$ cat src/rtl/memory_read_split_pkg.sv
// Shared definitions for the memory read splitter.
//   state_t      : splitter FSM encoding
//   split_len1   : bytes of an access that fit before the next line boundary
//   split_addr2  : start address of the line following the access start
package memory_read_split_pkg;

    typedef enum logic [2:0] {
        ST_IDLE   = 3'd0,
        ST_SINGLE = 3'd1,
        ST_FIRST  = 3'd2,
        ST_SECOND = 3'd3,
        ST_DONE   = 3'd4
    } state_t;

    // line_bytes must be a power of two so the mask gives address mod line.
    function automatic logic [31:0] split_len1(input logic [31:0] addr,
                                               input logic [31:0] len,
                                               input logic [31:0] line_bytes);
        logic [31:0] left;
        left = line_bytes - (addr & (line_bytes - 32'd1));
        return (len < left) ? len : left;
    endfunction

    // Wraps modulo 2^32 through natural 32-bit overflow.
    function automatic logic [31:0] split_addr2(input logic [31:0] addr,
                                                input logic [31:0] line_bytes);
        return (addr & ~(line_bytes - 32'd1)) + line_bytes;
    endfunction

endpackage

$ cat src/rtl/memory_read_merge.sv
// Combinational byte merge of up to two read pieces.
//   lo_data/lo_len : first piece, its low lo_len bytes land at byte 0
//   hi_data        : second piece, its low bytes land directly above lo_len
//   total_len      : bytes kept in total; everything above is zero-filled
//   merged         : little-endian assembled result
module memory_read_merge
    import memory_read_split_pkg::*;
#(
    parameter int MAX_LEN = 8,
    localparam int DATA_W = 8 * MAX_LEN,
    localparam int LW     = $clog2(MAX_LEN) + 1
) (
    input  logic [DATA_W-1:0] lo_data,
    input  logic [LW-1:0]     lo_len,
    input  logic [DATA_W-1:0] hi_data,
    input  logic [LW-1:0]     total_len,
    output logic [DATA_W-1:0] merged
);

    logic [DATA_W-1:0] hi_shift;

    always_comb begin
        hi_shift = hi_data << {lo_len, 3'b000};
        merged   = '0;
        for (int i = 0; i < MAX_LEN; i++) begin
            if (LW'(i) < lo_len) begin
                merged[8*i +: 8] = lo_data[8*i +: 8];
            end else if (LW'(i) < total_len) begin
                merged[8*i +: 8] = hi_shift[8*i +: 8];
            end
        end
    end

endmodule

$ cat src/rtl/memory_read_split.sv
// Splits a read that crosses a cache-line boundary into two TLB pieces and
// reassembles the returned bytes.
//   read_*     : requester side (read_do held until read_done or a fault)
//   tlbread_*  : TLB side, one piece at a time, tlbread_do held while active
//   rd_reset   : pipeline flush; poisons an in-flight access, clears faults
//
// state     | meaning
// ----------+------------------------------------------------
// ST_IDLE   | waiting for read_do; issues first piece combinationally
// ST_SINGLE | access fits in one line, waiting for its piece
// ST_FIRST  | split access, waiting for the low piece
// ST_SECOND | split access, waiting for the piece in the next line
// ST_DONE   | read_done pulse cycle
module memory_read_split
    import memory_read_split_pkg::*;
#(
    parameter int LINE_BYTES = 16,
    parameter int MAX_LEN    = 8,
    localparam int DATA_W    = 8 * MAX_LEN,
    localparam int LW        = $clog2(MAX_LEN) + 1
) (
    input  logic              clk,
    input  logic              rst,
    input  logic              rd_reset,
    input  logic              read_do,
    input  logic [1:0]        read_cpl,
    input  logic [31:0]       read_address,
    input  logic [LW-1:0]     read_length,
    input  logic              read_lock,
    input  logic              read_rmw,
    output logic              read_done,
    output logic [DATA_W-1:0] read_data,
    output logic              read_page_fault,
    output logic              read_ac_fault,
    output logic              tlbread_do,
    input  logic              tlbread_done,
    input  logic              tlbread_page_fault,
    input  logic              tlbread_ac_fault,
    input  logic              tlbread_retry,
    output logic [1:0]        tlbread_cpl,
    output logic [31:0]       tlbread_address,
    output logic [LW-1:0]     tlbread_length,
    output logic [LW-1:0]     tlbread_length_full,
    output logic              tlbread_lock,
    output logic              tlbread_rmw,
    input  logic [DATA_W-1:0] tlbread_data
);

    state_t            state_q, state_d;
    logic [LW-1:0]     len1_q, len1_d;
    logic [LW-1:0]     len2_q, len2_d;
    logic [31:0]       addr2_q, addr2_d;
    logic [DATA_W-1:0] buffer_q, buffer_d;
    logic [DATA_W-1:0] read_data_q, read_data_d;
    logic              read_done_q, read_done_d;
    logic              page_fault_q, page_fault_d;
    logic              ac_fault_q, ac_fault_d;
    logic              reset_waiting_q, reset_waiting_d;
    logic              done_pending_q, done_pending_d;

    logic [LW-1:0]     len1_w;
    logic [LW-1:0]     len2_w;
    logic [31:0]       addr2_w;
    logic              suppress;
    logic [DATA_W-1:0] merge_lo;
    logic [LW-1:0]     merge_total;
    logic [DATA_W-1:0] merged;

    assign len1_w  = LW'(split_len1(read_address, 32'(read_length), 32'(LINE_BYTES)));
    assign len2_w  = read_length - len1_w;
    assign addr2_w = split_addr2(read_address, 32'(LINE_BYTES));

    // In FIRST the merge just trims piece 1 to len1 bytes for the buffer;
    // in SINGLE/SECOND it builds the final result.
    assign merge_lo    = (state_q == ST_SECOND) ? buffer_q : tlbread_data;
    assign merge_total = (state_q == ST_FIRST) ? len1_q : read_length;

    memory_read_merge #(.MAX_LEN(MAX_LEN)) u_merge (
        .lo_data   (merge_lo),
        .lo_len    (len1_q),
        .hi_data   (tlbread_data),
        .total_len (merge_total),
        .merged    (merged)
    );

    assign tlbread_cpl         = read_cpl;
    assign tlbread_lock        = read_lock;
    assign tlbread_rmw         = read_rmw;
    assign tlbread_length_full = read_length;
    assign read_done           = read_done_q;
    assign read_data           = read_data_q;
    assign read_page_fault     = page_fault_q;
    assign read_ac_fault       = ac_fault_q;

    // A flushed access must still drain the TLB, but leaves no trace.
    assign suppress = reset_waiting_q | rd_reset;

    always_comb begin
        state_d         = state_q;
        len1_d          = len1_q;
        len2_d          = len2_q;
        addr2_d         = addr2_q;
        buffer_d        = buffer_q;
        read_data_d     = read_data_q;
        read_done_d     = 1'b0;
        page_fault_d    = page_fault_q & ~rd_reset;
        ac_fault_d      = ac_fault_q & ~rd_reset;
        reset_waiting_d = 1'b0;
        done_pending_d  = (state_q == ST_DONE);
        tlbread_do      = 1'b0;
        tlbread_address = read_address;
        tlbread_length  = len1_q;

        unique case (state_q)
            ST_IDLE: begin
                if (read_do && !done_pending_q && !rd_reset &&
                    !page_fault_q && !ac_fault_q) begin
                    tlbread_do     = 1'b1;
                    tlbread_length = len1_w;
                    len1_d         = len1_w;
                    len2_d         = len2_w;
                    addr2_d        = addr2_w;
                    state_d        = (len2_w == '0) ? ST_SINGLE : ST_FIRST;
                end
            end
            ST_SINGLE, ST_FIRST, ST_SECOND: begin
                tlbread_do      = 1'b1;
                reset_waiting_d = suppress;
                if (state_q == ST_SECOND) begin
                    tlbread_address = addr2_q;
                    tlbread_length  = len2_q;
                end
                if (tlbread_page_fault || tlbread_ac_fault) begin
                    state_d = ST_IDLE;
                    if (!suppress) begin
                        page_fault_d = page_fault_q | tlbread_page_fault;
                        ac_fault_d   = ac_fault_q | tlbread_ac_fault;
                    end
                end else if (tlbread_retry) begin
                    if (reset_waiting_q) begin
                        state_d = ST_IDLE;
                    end
                end else if (tlbread_done) begin
                    if (state_q == ST_FIRST) begin
                        buffer_d = merged;
                        state_d  = ST_SECOND;
                    end else if (suppress) begin
                        state_d = ST_IDLE;
                    end else begin
                        read_data_d = merged;
                        read_done_d = 1'b1;
                        state_d     = ST_DONE;
                    end
                end
            end
            ST_DONE: begin
                state_d = ST_IDLE;
            end
            default: begin
                state_d = ST_IDLE;
            end
        endcase
    end

    always_ff @(posedge clk or posedge rst) begin
        if (rst) begin
            state_q         <= ST_IDLE;
            len1_q          <= '0;
            len2_q          <= '0;
            addr2_q         <= '0;
            buffer_q        <= '0;
            read_data_q     <= '0;
            read_done_q     <= 1'b0;
            page_fault_q    <= 1'b0;
            ac_fault_q      <= 1'b0;
            reset_waiting_q <= 1'b0;
            done_pending_q  <= 1'b0;
        end else begin
            state_q         <= state_d;
            len1_q          <= len1_d;
            len2_q          <= len2_d;
            addr2_q         <= addr2_d;
            buffer_q        <= buffer_d;
            read_data_q     <= read_data_d;
            read_done_q     <= read_done_d;
            page_fault_q    <= page_fault_d;
            ac_fault_q      <= ac_fault_d;
            reset_waiting_q <= reset_waiting_d;
            done_pending_q  <= done_pending_d;
        end
    end

endmodule

$ cat config.mk
export PLATFORM = sky130hd
export DESIGN_NAME = memory_read_split
export DESIGN_NICKNAME = d
export VERILOG_FILES = /design/src/rtl/memory_read_split_pkg.sv /design/src/rtl/memory_read_merge.sv /design/src/rtl/memory_read_split.sv
export SDC_FILE = /design/constraint.sdc
export NUM_CORES = 1
export LEC_CHECK = 0
export ABC_AREA = 0
export CAP_MARGIN = 15
export CORE_MARGIN = 2
export CORE_UTILIZATION = 52
export DETAILED_ROUTE_END_ITERATION = 7
export HOLD_SLACK_MARGIN = 0.12
export PLACE_DENSITY = 0.78
export SLEW_MARGIN = 20
export SYNTH_ARGS = -nofsm -noshare
export SYNTH_HDL_FRONTEND = slang
export SYNTH_SLANG_ARGS = --single-unit
export TNS_END_PERCENT = 5
$ cat constraint.sdc
create_clock -name clk -period 6.5 [get_ports clk]
set_input_delay 0.65 -clock clk [delete_from_list [all_inputs] [get_ports clk]]
set_output_delay 0.65 -clock clk [all_outputs]
set_load 0.05 [all_outputs]
* Word level (Yosys, flattened, before mapping) *
Cells that the tools add are included.

word-level totals
  word-level logic and storage cells = 113
  register bits after elaboration = 176
  input port bits = 112

operators by class
  shifts and indexed selects = 1
  muxes and demuxes = 48
  equality and inequality tests = 7
  add/subtract/negate cells = 3
  order comparisons = 17
  bitwise operators = 10
  reduce and logical (&&, ||, !) cells = 16

operator list
  cell                                                                  number
  8-bit 2-to-1 mux                                                      16
  32-bit 2-to-1 mux                                                     2
  64-bit 2-to-1 mux                                                     1
  64-bit by 7-bit << shifter with 64-bit output                         1
  32-bit by 5-bit adder with 32-bit output (second input constant)      1
  3-bit by 4-bit < comparator with 1-bit output (first input constant)  8
  4-bit by 32-bit < comparator with 1-bit output                        1
  3-bit 2-to-1 mux                                                      7
  1-bit by 4-bit < comparator with 1-bit output (first input constant)  4
  2-bit by 4-bit < comparator with 1-bit output (first input constant)  4
  4-bit 2-to-1 mux                                                      4
  1-bit 2-to-1 mux                                                      14
  4-bit != test (second input constant)                                 2
  4-bit case mux with 2 select lines                                    1
  3-bit by 2-bit == test with 1-bit output (second input constant)      2
  3-bit case mux with 2 select lines                                    1
  6-bit AND reduction                                                   1
  5-bit by 4-bit subtractor with 6-bit output (first input constant)    1
  1-bit NOT                                                             5
  5-bit AND reduction                                                   1
  1-bit logical AND                                                     4
  1-bit zero test                                                       4
  4-bit zero test                                                       1
  4-bit subtractor                                                      1
  other kinds (12)                                                      15

* Depth between registers and ports, before layout *
Gate-level depths: netlist of the first run.

  depth after elaboration = 8
  mapped depth = 15
  depth with buffers taken out = 15

* By module *
Synthesis of the first run repeated with hierarchy kept, for this count alone.

second synthesis, totals
  cell total of the unflattened synthesis = 1201
  area, all modules = 10949.3 µm²

by module, submodules not included
  module             area each (µm²)  seq. area each (µm²)  cells each  times used
  memory_read_split  8657.1           4304.1                872         1
  memory_read_merge  2292.2           0.0                   329         1

* Least setup slack after synthesis of the first run *
Ideal clock, no wire load.

  path kind = in2out
  start point = in read_address[2]
  end point = out tlbread_length[3]
  path buffers = 0
  arrival = 3.036 ns
  stages on the path = 8
  setup slack = 2.814 ns
  path through = nor3_1 > xor2_1 > ha_1 > o21a_1 > nor2_1 > nor3_1 > mux2_2 > o22ai_1

between the ends
  word-level cells in the longest chain between the ends = 5

ends and longest elaborated chain
  item                                             line                         RTL
  start: declaration                               memory_read_split.sv:27      input logic [31:0] read_address,
  5-bit by 4-bit subtractor with 6-bit output (*)  memory_read_split_pkg.sv:20  left = line_bytes - (addr & (line_bytes - 32'd1));
  4-bit by 32-bit < comparator with 1-bit output   memory_read_split_pkg.sv:21  return (len < left) ? len : left;
  4-bit 2-to-1 mux (*)                             memory_read_split_pkg.sv:21
  4-bit 2-to-1 mux (*)                             memory_read_split.sv:116     if (read_do && !done_pending_q && !rd_reset &&
  4-bit case mux with 2 select lines (*)           memory_read_split.sv:114     unique case (state_q)
  end: declaration                                 memory_read_split.sv:42      output logic [LW-1:0] tlbread_length,

Every way passes the cells marked *; elsewhere a longest branch is shown, timed or not.

* Worst setup path in the final report of the first run *
  start point = in read_address[2]
  end point = out tlbread_length[1]

between the ends
  word-level cells in the longest chain between the ends = 5

ends and longest elaborated chain
  item                                            line
  5-bit by 4-bit subtractor with 6-bit output     memory_read_split_pkg.sv:20
  4-bit by 32-bit < comparator with 1-bit output  memory_read_split_pkg.sv:21
  4-bit 2-to-1 mux                                memory_read_split_pkg.sv:21
  4-bit 2-to-1 mux                                memory_read_split.sv:116
  4-bit case mux with 2 select lines              memory_read_split.sv:114

Every way passes these cells.

==> impl_metrics.toml, run 1 <==
[status]
status = "complete, no violations"

[clocking]
clk_latency_ps = 440
cts.repair.resized = 0
htree_levels = 4
clk_path_buf_depth = 2
clock-root-buffer = "clkbuf_16"
cts_tree = "yes"
numCtsBuffers = 17
hold_buffers = 0
clock-sinks = 172
post_cts_buffers = 0
path_clk_slew_ps = 70

[yosys]
synth_top_family_by_area = "multiplexers"
ys_types = 60
synth_xor_area_share_pct = 2.634
avgSynthCellArea_um2 = 9.319
postSynthCellCount = 1162
synthAdderAreaFrac_pct = 1.109
yosys_warnings = 0
ys_ff_latch = 172
synthSimpleGateAreaFrac_pct = 15.89
ys.flop_type = "dfrtp_1"
synth_top_area_share_pct = 39.75
synth_nets = 1283
async_flop_share_pct = 100.0
netlist_area_um2 = 10830
synth_area_leaders = "dfrtp_1 40%, nand2_1 7.8%, mux2_2 7.7%, mux4_2 6.7%, mux2i_1 5.4%"
synthMuxAreaShare_pct = 19.71
synth_compound_area_share_pct = 16.22
ys_seq_area_share_pct = 39.75
synth_area_leader_cell = "dfrtp_1"
synth-edff-count = 0

[layout]
nets = 1438
layout.cells.most_common_list = "225 x nand2_1, 215 x clkdlybuf4s50_1, 170 x dfrtp_1"
layout-drive-gt1-share_pct = 12.63
final_common_cell = "nand2_1"
fillCellCount = 1657
antenna_cells = 0
post-route-util_pct = 66.80
finalInstanceArea_um2 = 13600
areaGrowthSynthToFinish_pct = 25.63

[sta]
final_hold_viol_count = 0
fin_tns_setup_ps = 0
drv_slew = 0
fin_hold_ws_ps = 480.9
fin_ws_ps = 1802
maxSlewHeadroom_pct = 21.44
max_clock_freq_mhz = 212.8
layout_min_cycle_time_ps = 4698
setup_violations = 0
grt_setup_unrepaired = "false"
finClkSkew_ps = 7.873
period_share_pct = 72.28
worst_pin_slew_ps = 1173

[run]
maxCapViolations = 0

[placed_design]
pre_cts_slack_ps = 1826
dp_hpwl_um = 22970
placed_area_um2 = 13000
io_buffers = 215
gp_congestion = 0.9375

[detailed_routing]
wl_um = 32830
drcViolationCount = 0
ant_nets = 0
dr.first_iter.drc_count = 889
vias = 9913
dr.pass1.iters = 5
avgRoutedWirePerCell_um = 20.52
vias_per_cell = 6.196

[worst_hold_path]
worstHoldStart = "buffer_q[56]"
whs_path_depth = 2
hp-class = "register to register"

[grt]
grt_start_max_net_pins = 96
grt_pass1_vias = 9368
track_usage_pct = 30.04
grt_pass1_wl_um = 51320
antenna_found_initial = 0
grt_overflow = 0

[die]
ios = 224
initial_core_util_pct = 53.18
fp.dieH_um = 148.3
dieArea_um2 = 22000
row_count = 52
core_um2 = 20360
die_x_um = 148.3

[critical_path]
crit_fanout = 6
r2r_start = "len1_q[2]"
cp_data_arrival_time_ps = 4050
worstSetupStartpointType = "primary input"
crit_start = "read_address[2]"
worstSetupPathType = "primary input to output port"
crit_required_ps = 5850
worst_setup_path_end_kind = "output port"
reg2reg_depth = 6

[power]
vdd_drop_max_uv = 183.1
power_leakage_nw = 5.669
power_density_nw_per_um2 = 358.1
[path summary, 6_finish.rpt]
path	slack, ps	endpoint
max	1800	tlbread_length[1]
min reg2reg	480	buffer_q[56]
max reg2reg	3040	read_data[52]
min in group asynchronous	770	read_data[2]
min	480	buffer_q[56]
max in group asynchronous	4070	len1_q[0]
[critical path: stages]
cell	delay, ps
clkdlybuf4s50_1	510
nor3_1	350
xor2_1	160
ha_1	240
a2111oi_2	560
nor3_1	220
mux2i_1	260
o22ai_1	260
clkdlybuf4s50_1	840
[kinds of logic (layout without fill, tap and decap cells)]
| family | count (synthesis) | count (layout) |
|---|---|---|
| and+or+nand+nor | 397 | 397 |
| AOI/OAI and AO/OA | 278 | 278 |
| DFF | 172 | 172 |
| muxes | 164 | 164 |
| buffers and inverters | 111 | 279 |
| xor gates and xnor gates | 31 | 31 |
| adders and majority gates | 9 | 9 |
[state kept, by name, indices dropped and copies added, names as in the netlist]
register         count
read_done            1
state_q              3
len1_q               4
read_data           64
read_ac_fault        1
addr2_q             28
done_pending_q       1
buffer_q            64
read_page_fault      1
reset_waiting_q      1
len2_q               4
[layer usage]
layer / wire (µm) / vias to the layer above / global-route usage [%]
li1: - / 4480 / -
met5: 0 / - / 0
met2: 14940 / 571 / 46.27
met3: 3241 / 108 / 7.086
met1: 13330 / 4754 / 40.74
met4: 1324 / 0 / 13.33
[stage by stage]
| step | total power, mW | instances |
|---|---|---|
| after floorplan | 3.151 | 1162 |
| after global placement | 3.742 | 1567 |
| after detailed placement | 3.794 | 1567 |
| after CTS | 4.850 | 1599 |
| after global routing | 5.127 | 1600 |
| final | 4.872 | 1600 |
[area by class of cell]
cell class	count	area (µm²)	area share, %
multi-input combinational	879	6032	44.34
sequential	172	4309	31.67
timing repair buffer	229	2261	16.62
clock buffer	18	439.2	3.228
tap	270	337.8	2.483
clock inverter	14	152.6	1.122
inverter	18	72.57	0.5334
[synthesized netlist by cell type, types with 6 or more instances]
cell and n:
mux4_2 32, nand4_1 7, nand3_1 10, xor2_1 10, inv_1 16, nand2_1 225, buf_4 8, a22oi_1 21
o21a_1 25, ha_1 8, and3_1 6, a22o_1 8, buf_1 9, buf_2 31, a31oi_1 14, mux2i_1 58
xnor2_1 20, o22ai_1 13, clkbuf_1 42, mux2_2 74, a211oi_1 11, nor2_1 84, a21oi_1 76, o221ai_1 12
nor3_1 23, o21ai_0 69, dfrtp_1 172
[power by group]
part | internal, mW | leakage [nW] | switching (mW)
clock | 0.555 | 0.287 | 0.482
sequential | 1.37 | 2.29 | 0.196
combinational | 0.913 | 3.09 | 1.35
Power figures use the tool's default switching activity.
==> inputs of run 2 (changes only) <==
CORE_UTILIZATION = 47   (was 52)
PLACE_DENSITY = 0.74   (was 0.78)
clock period = 4.2 ns   (was 6.5 ns; I/O delays follow)
==> impl_metrics.toml, run 2 (same netlist as run 1, synthesis figures left out) <==
[status]
status = "complete, no violations"

[detailed_routing]
vias_per_cell = 6.129
dr.first_iter.drc_count = 994
wl_um = 33790
dr.pass1.iters = 7
ant_nets = 0
vias = 9929
avgRoutedWirePerCell_um = 20.86
drcViolationCount = 0

[sta]
maxSlewHeadroom_pct = 21.01
period_share_pct = 90.34
setup_violations = 0
final_hold_viol_count = 0
grt_setup_unrepaired = "false"
finClkSkew_ps = 17.80
layout_min_cycle_time_ps = 3794
drv_slew = 0
max_clock_freq_mhz = 263.6
worst_pin_slew_ps = 1166
fin_hold_ws_ps = 480.6
fin_tns_setup_ps = 0

[power]
p_sw_share_pct = 40.30
pwr-share-clk_pct = 23.5
power_density_nw_per_um2 = 563.8
seqPwrFrac_pct = 32.9
power_leakage_nw = 5.766
pwr-share-comb_pct = 43.6
power_mw = 7.791
vdd_drop_max_uv = 280.3
switchingPower_mw = 3.140
cellInternalPower_mw = 4.651

[clocking]
post_cts_buffers = 0
numCtsBuffers = 17
htree_levels = 4
path_clk_slew_ps = 70
clk_latency_ps = 440
clock-sinks = 172
cts.repair.resized = 0
clk_path_buf_depth = 2
clock-root-buffer = "clkbuf_16"
hold_buffers = 0
cts_tree = "yes"

[layout]
finalInstanceArea_um2 = 13820
antenna_cells = 0
fillCellCount = 1895
layout.cells.most_common_list = "225 x nand2_1, 211 x clkdlybuf4s50_1, 170 x dfrtp_1"
nets = 1443
areaGrowthSynthToFinish_pct = 27.60
multi_input_area_um2 = 6032
instances_no_fill = 1620
final_common_cell = "nand2_1"
layout-drive-gt1-share_pct = 13.26
seqCellArea_um2 = 4309

[critical_path]
worstSetupStartpointType = "primary input"
r2r_end = "buffer_q[14]"
cp_data_arrival_time_ps = 3370
r2r_start = "state_q[1]"
worstSetupPathType = "primary input to output port"
reg2reg_depth = 5
rrSetupSlack_ps = 1060
crit_fanout = 6
worst_setup_path_end_kind = "output port"
crit_required_ps = 3780

[die]
initial_core_util_pct = 47.83
row_count = 55
die_x_um = 155.8
fp.dieH_um = 155.8
ios = 224
dieArea_um2 = 24270
core_um2 = 22640

[worst_hold_path]
whs_path_depth = 2
min_to = "buffer_q[59]"
hp-class = "register to register"
worstHoldStart = "buffer_q[59]"

[placed_design]
placedCellCount = 1588
dp_hpwl_um = 23950
placed_area_um2 = 13140
io_buffers = 215
gp_congestion = 0.9037

[grt]
grt_start_max_net_pins = 173
grt_overflow = 0
track_usage_pct = 27.89
grt_pass1_wl_um = 52850
antenna_found_initial = 0
grt_pass1_vias = 9650

[run]
maxCapViolations = 0
-- run 2: changes by cell type in the layout (fill, tap and decap cells not counted), sizes merged --
| cell | previous run | this run |
|---|---|---|
| buf | 14 | 23 |
| bufinv | 1 | 5 |
| clkdlybuf4s50 | 215 | 211 |
| inv | 24 | 22 |
| clkbuf | 18 | 17 |
| clkinvlp | 2 | 1 |
-- run 2: cell type report --
class                      instances  area share (%)
clock buffer                      17           3.079
clock inverter                    15           1.820
inverter                          18          0.5161
multi-input combinational        879           43.65
sequential                       172           31.18
tap                              285           2.581
timing repair buffer             234           17.17
-- run 2: per-layer routing --
metal / vias up / track usage, % / routed length, µm
li1: 4499 / - / -
met2: 533 / 43.91 / 15350
met5: - / 0 / 0
met1: 4786 / 37.93 / 14050
met4: 0 / 11.40 / 1340
met3: 111 / 5.611 / 3056
-- run 2: through the flow --
step	utilization (%)	worst slack [ps]
after floorplan	-	974.0
after global placement	58.02	214.6
after detailed placement	58.02	93.89
after CTS	61.01	455.0
after global routing	61.03	223.2
final	61.03	405.9
-- run 2: how the worst max path moves through the flow --
stage / start / end / slack [ps] / cells past startpoint
global placement: read_address[2] / state_q[0] / 210 / 15
detailed placement: read_address[2] / state_q[1] / 90 / 15
CTS: read_address[2] / tlbread_length[1] / 460 / 10
floorplan: read_address[2] / tlbread_length[3] / 970 / 8
finish: read_address[2] / tlbread_length[1] / 410 / 10
global route: read_address[2] / state_q[1] / 220 / 14
-- run 2: worst max-delay path, cell delays in order --
cell and delay [ps]:
clkdlybuf4s50_1 530, nor3_1 350, xor2_1 140, ha_1 310, o21a_1 120, nor2_1 70, nor3_1 470, mux2i_1 500
o22ai_1 250, buf_12 200
-- run 2: power by group through the flow --
| stage | Combinational [mW] | Sequential, mW | Clock [mW] |
|---|---|---|---|
| 6_report | 3.39 | 2.56 | 1.83 |
| 5_1_grt | 3.64 | 2.63 | 1.91 |
| 2_1_floorplan | 2.26 | 2.62 | 0 |
| 3_3_place_gp | 3.28 | 2.56 | 0 |
| 3_5_place_dp | 3.33 | 2.58 | 0 |
| 4_1_cts | 3.36 | 2.56 | 1.84 |
